==> config.mk <==
export PLATFORM = sky130hd
export DESIGN_NAME = uart_tx_arbiter
export DESIGN_NICKNAME = d
export VERILOG_FILES = /design/src/rtl/sift_uart_pkg.sv /design/src/rtl/uart_tx.sv /design/src/rtl/uart_tx_arbiter.sv
export SDC_FILE = /design/constraint.sdc
export NUM_CORES = 1
export LEC_CHECK = 0
export ABC_CLOCK_PERIOD_IN_PS = 3320
export CAP_MARGIN = 20
export CORE_MARGIN = 2
export CORE_UTILIZATION = 60
export CTS_BUF_LIST = sky130_fd_sc_hd__clkbuf_4 sky130_fd_sc_hd__clkbuf_8 sky130_fd_sc_hd__clkbuf_16
export DETAILED_ROUTE_END_ITERATION = 10
export PLACE_DENSITY_LB_ADDON = 0.2
export SYNTH_ARGS = -nofsm -noshare
export SYNTH_HDL_FRONTEND = slang
export SYNTH_SLANG_ARGS = --single-unit
export TNS_END_PERCENT = 50
==> constraint.sdc <==
create_clock -name clk -period 3.32 [get_ports clk]
set_input_delay 0.332 -clock clk [delete_from_list [all_inputs] [get_ports clk]]
set_output_delay 0.332 -clock clk [all_outputs]
set_load 0.1 [all_outputs]
==> src/rtl/sift_uart_pkg.sv <==
// Shared types and defaults for the UART transmit arbiter slice.
package sift_uart_pkg;

  typedef enum logic [2:0] {
    ST_IDLE,
    ST_START,
    ST_WAIT_LOW,
    ST_WAIT_HIGH,
    ST_FETCH
  } state_t;

  localparam logic [7:0]  HEADER_BASE_DEF = 8'hA0;
  localparam int unsigned STALL_MAX_DEF   = 1023;

endpackage

==> src/rtl/uart_tx.sv <==
// 8N1 UART transmitter: start bit, 8 data bits LSB first, stop bit; done_o high when idle.
module uart_tx #(
  parameter int unsigned CLOCKS_PER_BAUD = 50
) (
  input  logic       clk,
  input  logic       rst_n,
  input  logic [7:0] data_i,
  input  logic       start_i,
  output logic       done_o,
  output logic       tx
);

  localparam int unsigned CW = (CLOCKS_PER_BAUD > 1) ? $clog2(CLOCKS_PER_BAUD) : 1;
  localparam logic [CW-1:0] CNT_LAST = CW'(CLOCKS_PER_BAUD - 1);

  logic          r_busy;
  logic [CW-1:0] r_cnt;
  logic [3:0]    r_bit;
  logic [8:0]    r_shift;
  logic          r_tx;

  // r_shift carries the stop bit above the data so the final shift drives the line high
  always_ff @(posedge clk or negedge rst_n) begin
    if (!rst_n) begin
      r_busy  <= 1'b0;
      r_cnt   <= '0;
      r_bit   <= '0;
      r_shift <= '1;
      r_tx    <= 1'b1;
    end else if (!r_busy) begin
      if (start_i) begin
        r_busy  <= 1'b1;
        r_shift <= {1'b1, data_i};
        r_tx    <= 1'b0;
        r_cnt   <= '0;
        r_bit   <= '0;
      end
    end else if (r_cnt == CNT_LAST) begin
      r_cnt <= '0;
      if (r_bit == 4'd9) begin
        r_busy <= 1'b0;
      end else begin
        r_tx    <= r_shift[0];
        r_shift <= {1'b1, r_shift[8:1]};
        r_bit   <= r_bit + 4'd1;
      end
    end else begin
      r_cnt <= r_cnt + CW'(1);
    end
  end

  assign done_o = ~r_busy;
  assign tx     = r_tx;

endmodule

==> src/rtl/uart_tx_arbiter.sv <==
// Round-robin arbiter that packetises byte streams from several requesters onto one UART,
// prefixing each packet with a header byte identifying the owner.
module uart_tx_arbiter
  import sift_uart_pkg::*;
#(
  parameter int unsigned NUM_REQ         = 2,
  parameter int unsigned CLOCKS_PER_BAUD = 50,
  parameter logic [7:0]  HEADER_BASE     = HEADER_BASE_DEF,
  parameter int unsigned STALL_MAX       = STALL_MAX_DEF
) (
  input  logic                   clk,
  input  logic                   rst_in_n,
  input  logic [NUM_REQ-1:0]     req_valid,
  input  logic [8*NUM_REQ-1:0]   req_data,
  input  logic [NUM_REQ-1:0]     req_last,
  output logic [NUM_REQ-1:0]     req_ready,
  output logic [NUM_REQ-1:0]     grant,
  output logic                   busy,
  output logic                   stall_err,
  output logic                   tx
);

  localparam int unsigned IW = (NUM_REQ > 1) ? $clog2(NUM_REQ) : 1;
  localparam int unsigned SW = $clog2(STALL_MAX + 1);
  localparam logic [NUM_REQ-1:0] ONE_HOT0 = NUM_REQ'(1);

  state_t             r_state;
  logic [NUM_REQ-1:0] r_grant;
  logic [IW-1:0]      r_last_grant;
  logic [7:0]         r_byte;
  logic               r_last;
  logic               r_hdr_done;
  logic               r_start;
  logic               r_stall_err;
  logic [SW-1:0]      r_stall_cnt;

  logic               w_done;
  logic               w_sel_any;
  logic [IW-1:0]      w_sel_idx;
  logic [IW-1:0]      w_cand;
  logic               w_g_valid;
  logic               w_g_last;
  logic [7:0]         w_g_data;

  // Search starts one past the previous owner and wraps, so the last winner ranks lowest
  always_comb begin
    w_sel_any = 1'b0;
    w_sel_idx = '0;
    w_cand    = '0;
    for (int unsigned k = 1; k <= NUM_REQ; k++) begin
      w_cand = IW'((32'(r_last_grant) + k) % NUM_REQ);
      if (!w_sel_any && req_valid[w_cand]) begin
        w_sel_any = 1'b1;
        w_sel_idx = w_cand;
      end
    end
  end

  always_comb begin
    w_g_data = '0;
    for (int unsigned i = 0; i < NUM_REQ; i++) begin
      if (r_grant[i]) w_g_data = w_g_data | req_data[8*i +: 8];
    end
  end

  assign w_g_valid = |(req_valid & r_grant);
  assign w_g_last  = |(req_last & r_grant);

  always_ff @(posedge clk or negedge rst_in_n) begin
    if (!rst_in_n) begin
      r_state      <= ST_IDLE;
      r_grant      <= '0;
      r_last_grant <= IW'(NUM_REQ - 1);
      r_byte       <= '0;
      r_last       <= 1'b0;
      r_hdr_done   <= 1'b0;
      r_start      <= 1'b0;
      r_stall_err  <= 1'b0;
      r_stall_cnt  <= '0;
    end else begin
      case (r_state)
        ST_IDLE: begin
          if (w_sel_any) begin
            r_grant      <= ONE_HOT0 << w_sel_idx;
            r_last_grant <= w_sel_idx;
            r_byte       <= HEADER_BASE | 8'(w_sel_idx);
            r_last       <= 1'b0;
            r_hdr_done   <= 1'b0;
            r_start      <= 1'b1;
            r_state      <= ST_START;
          end
        end
        ST_START: begin
          r_start <= 1'b0;
          r_state <= ST_WAIT_LOW;
        end
        ST_WAIT_LOW: begin
          if (!w_done) r_state <= ST_WAIT_HIGH;
        end
        ST_WAIT_HIGH: begin
          if (w_done) begin
            if (r_hdr_done && r_last) begin
              r_grant <= '0;
              r_state <= ST_IDLE;
            end else begin
              r_hdr_done  <= 1'b1;
              r_stall_cnt <= '0;
              r_state     <= ST_FETCH;
            end
          end
        end
        ST_FETCH: begin
          if (w_g_valid) begin
            r_byte  <= w_g_data;
            r_last  <= w_g_last;
            r_start <= 1'b1;
            r_state <= ST_START;
          end else if (r_stall_cnt == SW'(STALL_MAX - 1)) begin
            r_stall_cnt <= SW'(STALL_MAX);
            r_stall_err <= 1'b1;
            r_grant     <= '0;
            r_state     <= ST_IDLE;
          end else begin
            r_stall_cnt <= r_stall_cnt + SW'(1);
          end
        end
        default: r_state <= ST_IDLE;
      endcase
    end
  end

  // Ready is decoded from state so it can only ever reach the owner while fetching
  assign req_ready = (r_state == ST_FETCH) ? (r_grant & req_valid) : '0;
  assign grant     = r_grant;
  assign busy      = (r_state != ST_IDLE);
  assign stall_err = r_stall_err;

  uart_tx #(
    .CLOCKS_PER_BAUD(CLOCKS_PER_BAUD)
  ) u_tx (
    .clk    (clk),
    .rst_n  (rst_in_n),
    .data_i (r_byte),
    .start_i(r_start),
    .done_o (w_done),
    .tx     (tx)
  );

endmodule

==> flow_metrics.py <==
metrics = {
    "route": {
        "ant_nets": 0,
        "drc_errors": 0,
        "drtPass1Iterations": 4,
        "wire_per_inst_um": 16.40,
        "num_vias": 2044,
        "wirelength_um": 5445,
        "viasPerCell": 6.157,
        "drtIter0Drc": 132,
    },
    "critical_path": {
        "crit_type": "reg -> out",
        "cp_top_family": "buffers and inverters",
        "crit_path_start_kind": "flip-flop",
        "cp.required_ns": 2.99,
        "end_kind": "output port",
        "crit_fanout": 13,
        "critPathSlowestCell": "clkdlybuf4s50_1",
        "critPathMaxStageDelay_ns": 1.22,
        "critical_path_buf_inv_count": 1,
        "cp.arrival_ns": 2.12,
        "cp_cell_sequence": "clkdlybuf4s50_1",
    },
    "sta": {
        "setup_ws_ns": 0.8671,
        "setup_viol": 0,
        "final.setup.tns_ns": 0,
        "timing.fmax_ghz": 0.4077,
        "slew_viol_final": 0,
        "finalHoldViolCount": 0,
        "post-route-period-util_pct": 73.88,
        "fin_worst_skew_ns": 0.004501,
        "rsz0062_at_grt": "false",
        "worst_pin_slew_ns": 0.9732,
        "timing.final.crit_period_ns": 2.453,
        "slew_headroom_pct": 34.91,
    },
    "placement": {
        "placed_cells": 322,
        "dpl_worst_slack_ns": 1.082,
        "gp_congestion": 0.7848,
        "port_buffers": 28,
        "placed_area_sq_um": 2795,
        "place.detailed.hpwl_um": 3695,
    },
    "global_route": {
        "grt_usage_pct": 23.92,
        "grt_pass1_wl_um": 9315,
        "grt_overflow": 0,
        "grt_max_degree": 49,
        "grt_pass1_vias": 1998,
        "antenna_found_initial": 0,
    },
    "synth": {
        "yosysWarnings": 0,
        "syn-cell-area_sq_um": 2544,
        "yosysSeqAreaShare_pct": 47.71,
        "synth_edf_count": 0,
        "ys_types": 49,
        "synth_flop_cell": "dfrtp_1",
        "synth_cells": 260,
        "synthesis.nets": 288,
        "ys_ff_latch": 48,
        "avgSynthCellArea_sq_um": 9.783,
        "synth-async-reset-ratio_pct": 100.0,
    },
    "clock_tree": {
        "numCtsBuffers": 5,
        "cts_tree": "built",
        "path_clk_slew_ns": 0.09,
        "cts.repair.resized": 0,
        "cts_buffer_depth": 2,
        "clock_latency_ns": 0.30,
        "h-tree-depth": 2,
        "cts-root-buf": "clkbuf_8",
        "cts_num_sinks": 48,
    },
    "final_layout": {
        "final-instance-count-excl-fill": 332,
        "layout_commonest_cell": "dfrtp_1",
        "num-nets-final": 309,
        "area_growth_pct": 15.45,
        "final_area_sq_um": 2937,
        "layout_common_cells": "dfrtp_1, nand2_1, clkdlybuf4s50_1, nor2_1, inv_1",
        "antenna_cells": 0,
        "layout-drive-gt1-share_pct": 11.35,
    },
    "floorplanning": {
        "boundaryPins": 29,
        "start_util_pct": 63.14,
        "die_w_um": 69.11,
        "dieArea_sq_um": 4776,
        "core-area_sq_um": 4029,
        "rows": 23,
        "die_h_um": 69.11,
    },
    "pwr": {
        "power_uw": 1083,
        "p_leak_uw": 0.001242,
        "max-vdd-ir-drop_mv": 0.2737,
        "power-per-cell-area_nw_per_um2": 368.6,
    },
    "hold_path": {
        "hp-class": "in -> async",
    },
    "run": {
        "cap_violations": 0,
    },
    "outcome": {
        "status": "finished clean",
    },
}
## cell type report
cell class                      count  area (sq um)
Tap cell                           50         62.56
Clock buffer                        5         68.82
Timing Repair Buffer               31         302.8
Multi-Input combinational cell    179          1186
Fill cell                         325          1092
Clock inverter                      3         42.54
Sequential cell                    48          1214
Inverter                           16         60.06
## flip-flops by register name, indices dropped and copies added, names as in the netlist, 2 cells and up
| register | flops |
|---|---|
| r_byte | 8 |
| r_stall_cnt | 10 |
| grant | 2 |
| r_state | 3 |
| u_tx.r_bit | 4 |
| u_tx.r_cnt | 6 |
| u_tx.r_shift | 8 |
## per-stage QoR
stage	util (%)	hold WS [ns]
after global routing	72.89	0.3758
after floorplan	-	0.03641
after CTS	72.14	0.2426
after detailed placement	69.38	0.4530
final	72.89	0.3829
after global placement	69.38	0.4497
## layer usage
metal | global-route usage, % | wire length (um) | up-vias
li1 | - | - | 988
met1 | 32.33 | 2408 | 981
met2 | 37.82 | 2738 | 61
met3 | 4.094 | 188 | 14
met4 | 10.89 | 110 | 0
met5 | 0 | 0 | -
## power by group
part / switching, uW / total [uW] / internal [uW]
logic: 34.9 / 68.3 / 33.3
registers: 6.15 / 594 / 588
clock network: 198 / 421 / 223
## logic make-up (layout without fill, tap and decap cells)
family / after synthesis / count (layout) / synth area share, %
flip-flops: 48 / 48 / 47.71
AND/OR/NAND/NOR: 78 / 78 / 15.94
multiplexers: 9 / 9 / 3.542
buffers and inverters: 33 / 55 / 5.657
adder cells (fa/ha/maj): 6 / 6 / 2.951
AO/OA/AOI/OAI: 83 / 83 / 23.17
XOR/XNOR: 3 / 3 / 1.033
## path summary, 6_finish.rpt
kind,start,to,slack [ns],depth (start not counted)
worst max-delay path,grant[0]$_DFFE_PN0P_,grant[0],0.87,1
worst min-delay path,rst_in_n,u_tx.r_busy$_DFF_PN0_,0.38,2
worst max register to register,r_state[2]$_DFFE_PN0P_,r_stall_cnt[1]$_DFFE_PN0P_,1.06,4
worst min register to register,u_tx.r_shift[2]$_DFFE_PN1P_,u_tx.r_shift[2]$_DFFE_PN1P_,0.47,2
max in group asynchronous,rst_in_n,r_last_grant$_DFFE_PN1P_,2.42,3
min in group clk,u_tx.r_shift[2]$_DFFE_PN1P_,u_tx.r_shift[2]$_DFFE_PN1P_,0.47,2
## cell usage after synthesis, drive strengths merged (2+ instances only)
| master | count | area share (%) |
|---|---|---|
| a21o | 5 | 1.5 |
| a21oi | 13 | 2.6 |
| a221oi | 2 | 0.69 |
| a22o | 11 | 3.8 |
| a22oi | 7 | 2.1 |
| a31oi | 3 | 0.74 |
| and3 | 4 | 0.98 |
| buf | 6 | 1.7 |
| clkbuf | 11 | 1.6 |
| dfrtp | 38 | 37 |
| dfstp | 10 | 10 |
| ha | 6 | 3.0 |
| inv | 16 | 2.4 |
| mux2i | 9 | 3.5 |
| nand2 | 23 | 3.4 |
| nand3 | 9 | 1.8 |
| nand4 | 3 | 0.74 |
| nor2 | 20 | 3.2 |
| nor3 | 2 | 0.39 |
| nor3b | 3 | 0.89 |
| o21a | 2 | 0.59 |
| o21ai | 13 | 2.6 |
| o22ai | 9 | 2.2 |
| o2bb2ai | 2 | 0.69 |
| o31ai | 7 | 2.1 |
| or3 | 4 | 0.98 |
| xor2 | 2 | 0.69 |
## what timing repair did
| action | 4_1_cts | 5_1_grt |
|---|---|---|
| hold buffers | 0 | 1 |
| hold endpoints to repair | 0 | 5 |
| setup buffers | 0 | 0 |
| endpoints found under the setup margin | 0 | 0 |
(Power assumes the default switching activity.)
